File: config.mk
export PLATFORM = sky130hd
export DESIGN_NAME = cordic_outputs
export DESIGN_NICKNAME = d
export VERILOG_FILES = /design/src/rtl/cordic_outputs.sv
export SDC_FILE = /design/constraint.sdc
export NUM_CORES = 1
export LEC_CHECK = 0
export ABC_AREA = 1
export CORE_MARGIN = 3
export CORE_UTILIZATION = 46
export CTS_CLUSTER_DIAMETER = 100
export DETAILED_ROUTE_END_ITERATION = 16
export GPL_ROUTABILITY_DRIVEN = 0
export PLACE_DENSITY = 0.8
export SLEW_MARGIN = 15
export SYNTH_ARGS = -nofsm -noshare
export SYNTH_HDL_FRONTEND = slang
export SYNTH_SLANG_ARGS = --single-unit
File: constraint.sdc
create_clock -name clk -period 1.42 [get_ports clk]
set_clock_uncertainty 0.2 [all_clocks]
set_input_delay 0.213 -clock clk [delete_from_list [all_inputs] [get_ports clk]]
set_output_delay 0.213 -clock clk [all_outputs]
set_load 0.05 [all_outputs]
File: src/rtl/cordic_outputs.sv
// cordic_outputs: captures CORDIC results, tracks done/overrun/busy status, drives irq, serves a one-cycle-latency read bus
module cordic_outputs #(
  parameter int CNT_W = 16
) (
  input  logic        clk,
  input  logic        rst_n,
  input  logic [5:0]  bus_addr,
  input  logic        bus_rd,
  output logic [31:0] bus_data_out,
  output logic        bus_rd_valid,
  input  logic        start_in,
  input  logic        cordic_done,
  input  logic [31:0] X_out,
  input  logic [31:0] Y_out,
  input  logic [31:0] Z_out,
  output logic        irq
);
  logic [31:0]      r_res_x, r_res_y, r_res_z;
  logic [31:0]      r_shadow_y, r_shadow_z;
  logic             r_done_flag, r_overrun, r_busy;
  logic [CNT_W-1:0] r_count;
  logic             r_start_q, r_start_primed;
  logic             w_stat_rd, w_res_rd, w_start_rise;
  logic [31:0]      w_status, w_cnt_ext, w_rd_data;
  assign w_stat_rd    = bus_rd && bus_addr == 6'd3;
  assign w_res_rd     = bus_rd && bus_addr == 6'd0;
  assign w_start_rise = r_start_primed & start_in & ~r_start_q;
  assign w_status     = {29'b0, r_overrun, r_busy, r_done_flag};
  assign w_cnt_ext    = 32'(r_count);
  assign irq          = r_done_flag;
  // read mux sees pre-update state, so coincident events return old values
  always_comb begin
    w_rd_data = bus_addr == 6'd0 ? r_res_x    :
                bus_addr == 6'd1 ? r_shadow_y :
                bus_addr == 6'd2 ? r_shadow_z :
                bus_addr == 6'd3 ? w_status   :
                bus_addr == 6'd4 ? w_cnt_ext  : 32'd0;
  end
  // result capture; an address-0 read freezes the matching Y/Z into the shadows
  always_ff @(posedge clk or negedge rst_n) begin
    if (!rst_n) begin
      r_res_x    <= '0;
      r_res_y    <= '0;
      r_res_z    <= '0;
      r_shadow_y <= '0;
      r_shadow_z <= '0;
    end else begin
      if (cordic_done) begin
        r_res_x <= X_out;
        r_res_y <= Y_out;
        r_res_z <= Z_out;
      end
      if (w_res_rd) begin
        r_shadow_y <= r_res_y;
        r_shadow_z <= r_res_z;
      end
    end
  end
  // status flags: done wins over clear-on-read, overrun only when an unread result is replaced
  always_ff @(posedge clk or negedge rst_n) begin
    if (!rst_n) begin
      r_done_flag <= 1'b0;
      r_overrun   <= 1'b0;
      r_busy      <= 1'b0;
    end else begin
      r_done_flag <= cordic_done | (r_done_flag & ~w_stat_rd);
      r_overrun   <= ~w_stat_rd & (r_overrun | (cordic_done & r_done_flag));
      r_busy      <= ~cordic_done & (r_busy | w_start_rise);
    end
  end
  // start edge detect; the first sample after reset only primes the register
  always_ff @(posedge clk or negedge rst_n) begin
    if (!rst_n) begin
      r_start_q      <= 1'b0;
      r_start_primed <= 1'b0;
    end else begin
      r_start_q      <= start_in;
      r_start_primed <= 1'b1;
    end
  end
  // wrapping result counter
  always_ff @(posedge clk or negedge rst_n) begin
    if (!rst_n) r_count <= '0;
    else if (cordic_done) r_count <= r_count + CNT_W'(1);
  end
  // registered read port; data holds between reads
  always_ff @(posedge clk or negedge rst_n) begin
    if (!rst_n) begin
      bus_data_out <= '0;
      bus_rd_valid <= 1'b0;
    end else begin
      bus_rd_valid <= bus_rd;
      if (bus_rd) bus_data_out <= w_rd_data;
    end
  end
endmodule

# == Yosys cells after proc, flatten, opt, wreduce, memory -nomap -nowiden ==
# Cells that the tools add are included.
# totals
in_bits,107
reg_bits,214
output_inout_bits,34
word_cells,38
# op_classes
mux,5
n_bitwise,12
eq_ne,4
n_reduce_logical,3
addsub,1
# op_table
cell,count
$mux W32,3
$mux W16,2
$add A16 B1 Y16 const B,1
$eq A6 B2 Y1 const B,2
$and A1 B1 Y1,6
$eq A6 B1 Y1 const B,1
$eq A6 B3 Y1 const B,1
$logic_not A6 Y1,1
$not A1 Y1,3
$or A1 B1 Y1,3
$logic_and A1 B1 Y1,2

# == Logic depth before layout (Yosys ltp) ==
# depth
ltp_word,6
depth_mapped,10
depth_no_buf,8

# == Worst setup path after synthesis ==
# OpenSTA, ideal clock, no wires.
# synth_path
kind,reg-to-reg
startpoint,register r_count[0]
endpoint,register r_count[14]
path_slack_ns,-0.142
n_path_buf,0
setup_ns,0.121
t_arrival_ns,1.241
path_stages_with_launch,8
period_less_slack_ns,1.562
required_ns,1.099
cell_sequence,dfrtp_1 > ha_1 > nand3_2 > nor2_1 > nand2_1 > nor2_2 > nand2_1 > xor2_1
# synth_via
elab_chain_len,1
# synth_lines
item,line_no,rtl
"start, declared",21,logic [CNT_W-1:0] r_count;
"start signal, assigned",84,else if (cordic_done) r_count <= r_count + CNT_W'(1);
$add A16 B1 Y16,84,
# No other way between the ends.
# A chain may end at the register's enable or synchronous reset.

# == Worst setup path after layout ==
# layout_path
startpoint,register r_count[9]
endpoint,register r_count[13]
# The elaborated chain is that of the path after synthesis.

==> flow_summary.ini <==
[placement]
dpl.hpwl_mm = 16.7
portBuffers = 140
dp_slack_ns = -0.587
place_area_sq_um = 11700

[global_route]
grt_overflow = 0
grt_pass1_vias = 7819
grt_usage = 0.222
grt_pass1_wl_mm = 39.7
grt_max_degree = 112
antenna_found_initial = 0

[die]
rows = 51
die_width_um = 149
core_sq_um = 19700
io_pins = 141
die_height_um = 149
die-area_sq_um = 22100
initial_core_util = 0.474

[pwr]
p_int_w = 0.0112
power_density_nw_per_um2 = 1200
p_seq_frac = 0.467
p_leak_nw = 6.25
switchingPower_w = 0.00404
pwr-share-clk = 0.364
switching_share = 0.265
ir_worst_vdd_v = 0.000716
power_w = 0.0153
comb_power_share = 0.169

[detailed_routing]
drtAntennaViolNets = 0
routed.top_layer = met4
wl_met3_mm = 1.74
drt_pass1_iterations = 7
drt_iter0_markers = 627
dr_wl_met2_mm = 11.5
wl_mm = 24.7
dr_total_vias = 7864
vias_per_cell = 5.24
wire_per_inst_um = 16.5
m1WireLength_mm = 10.7
drc = 0

[synthesis]
synth_top_area_share = 0.572
yosys.area.top_type = dfrtp_1
yosysSeqAreaShare = 0.572
yosysMostFrequentCell = nand2_1
yosys_warnings = 0
synth.avg_cell_area_sq_um = 9.09
synth_area_leaders = dfrtp_1 57%, nand2_1 9.6%, o21ai_0 6.1%
synth_common_cells = 240 x nand2_1, 214 x dfrtp_1, 114 x inv_1, 114 x o21ai_0
synth_cells = 1029
synthDistinctLibCells = 28
syn-cell-area_sq_um = 9350
synth_flop_cell = dfrtp_1
synth_nets = 1137
ys_seq_elements = 214
synthArstFlopShare = 1.00
synth_edf_count = 0

[final_layout]
multi_input_area_sq_um = 3280
regArea_sq_um = 5360
n_fill_cell = 1433
synthToLayoutAreaGrowth_pct = 36.4
drive_gt1_frac = 0.210
final_area_sq_um = 12800
final_nets = 1332
antenna_cells = 0
utilization = 0.647

[flow_run]
cap_violations = 0

[worst_setup_path]
reg2reg_from = r_count[9]
crit_type = flop to flop
crit_fanout = 3
critPathMostFrequentCell = nand2_1
crit_path_start = r_count[9]
cp_cell_sequence = nand2_1 > nor2_1 > nand2_1 > nor2_4 > nand2_1 > xor2_1
end_kind = flop
startpoint_type = flop
max_stage_delay_ns = 0.42
slowest_stage = dfrtp_1
critical_path_required_ns = 1.60
arrival_ns = 1.72

[clock_tree]
htree_num_levels = 1
cts.path.max_buffers = 3
numClockSinks = 214
cts_buffers = 21
cts_tree = built
clkTransAtPathRegs_ns = 0.06
root_buffer = clkbuf_16
clock_latency_ns = 0.49

[sta]
hold_slack_ns = -0.0108
rsz0062_at_grt = true
setup_viol = 42
drv_slew = 0
max_freq_mhz = 646
final.period_utilization = 1.09
min_period_ns = 1.55
slew_headroom = 0.654
worstMarginPinSlew_ns = 0.519
setup_ws_ns = -0.128
finalHoldViolations = 11

[outcome]
violations = hold timing, setup timing
status = finished, violations left

[worst_hold_path]
hold_path.class = input pin to asynchronous set/reset pin
metrics by stage:
| step | setup TNS (ns) | cells |
|---|---|---|
| floorplan | -0.0792 | 1029 |
| global placement | -49.31 | 1437 |
| detailed placement | -51.62 | 1437 |
| CTS | -2.66 | 1494 |
| global route | -3.86 | 1501 |
| finish | -2.32 | 1501 |
power by group through the flow:
| stage | logic [W] | clock network (W) | registers, W |
|---|---|---|---|
| after CTS | 0.00238 | 0.00564 | 0.00709 |
| after detailed placement | 0.00223 | 0 | 0.00719 |
| after global placement | 0.00214 | 0 | 0.00716 |
| after floorplan | 0.000991 | 0 | 0.00722 |
| after global routing | 0.00282 | 0.00586 | 0.00717 |
| final | 0.00258 | 0.00556 | 0.00713 |
registers in the layout, indices dropped and copies added (netlist names):
name	cells
r_res_x	32
r_start_q	1
r_shadow_z	32
r_busy	1
r_start_primed	1
bus_data_out	32
r_res_z	32
bus_rd_valid	1
r_count	16
irq	1
r_overrun	1
r_res_y	32
r_shadow_y	32
repair_timing:
action,in CTS,in global routing
hold buffers,2,0
buffers inserted,17,8
resized for setup,21,20
setup endpoints to repair,117,48
cloned,3,0
pin swaps,4,11
endpoints found under the hold margin,216,0
critical path, delay by kind of cell (launching register included):
kind | cells | cell delay [ns]
xor+xnor | 1 | 0.14
simple gates | 5 | 0.68
flops | 1 | 0.42
logic make-up after synthesis:
group           Yosys count  synth area share
fa+ha+maj                 1           0.00134
xor+xnor                 12            0.0112
buf+inv                 181            0.0899
flops                   214             0.572
compound gates          201             0.134
other cells               1          0.000401
simple gates            419             0.191
layout by cell type (no fill, tap or decap), types with 3 or more instances in the layout:
cell and count:
clkbuf_8 6, clkdlybuf4s50_1 97, o21ai_0 114, o211ai_1 3
buf_12 45, nor2_2 7, nand2_1 235, buf_4 76
xnor2_1 3, nand4_1 27, xor2_1 9, clkinv_2 4
nand2_4 4, nand3_1 68, inv_2 4, buf_6 4
nand2_2 4, nor2_4 7, dfrtp_1 213, dlygate4sd2_1 7
a21oi_1 19, inv_1 111, nor2_1 61, nor3_1 3
clkbuf_16 21, o21ai_2 64
path summary, 6_finish.rpt:
kind,end,slack [ns],cells after the start
worst max-delay path,r_count[13],-0.13,6
worst min-delay path,r_res_x[9],-0.01,2
worst max register to register,r_count[13],-0.13,6
worst min register to register,r_shadow_y[28],0.29,2
max in group asynchronous,r_res_y[3],0.41,3
min in group clk,r_count[2],0.01,5
per-layer routing:
metal | vias to the layer above | GRT usage
met5 | - | 0
met4 | 0 | 0.0808
met3 | 58 | 0.0393
met2 | 333 | 0.352
met1 | 3800 | 0.309
li1 | 3673 | -
final cells by class:
type / count / share of cell area
Multi-Input combinational cell: 635 / 0.257
Clock inverter: 7 / 0.00696
Inverter: 118 / 0.0355
Clock buffer: 28 / 0.0472
Tap cell: 265 / 0.0260
Timing Repair Buffer: 234 / 0.207
Sequential cell: 214 / 0.420
Power figures use the tool's default switching activity.
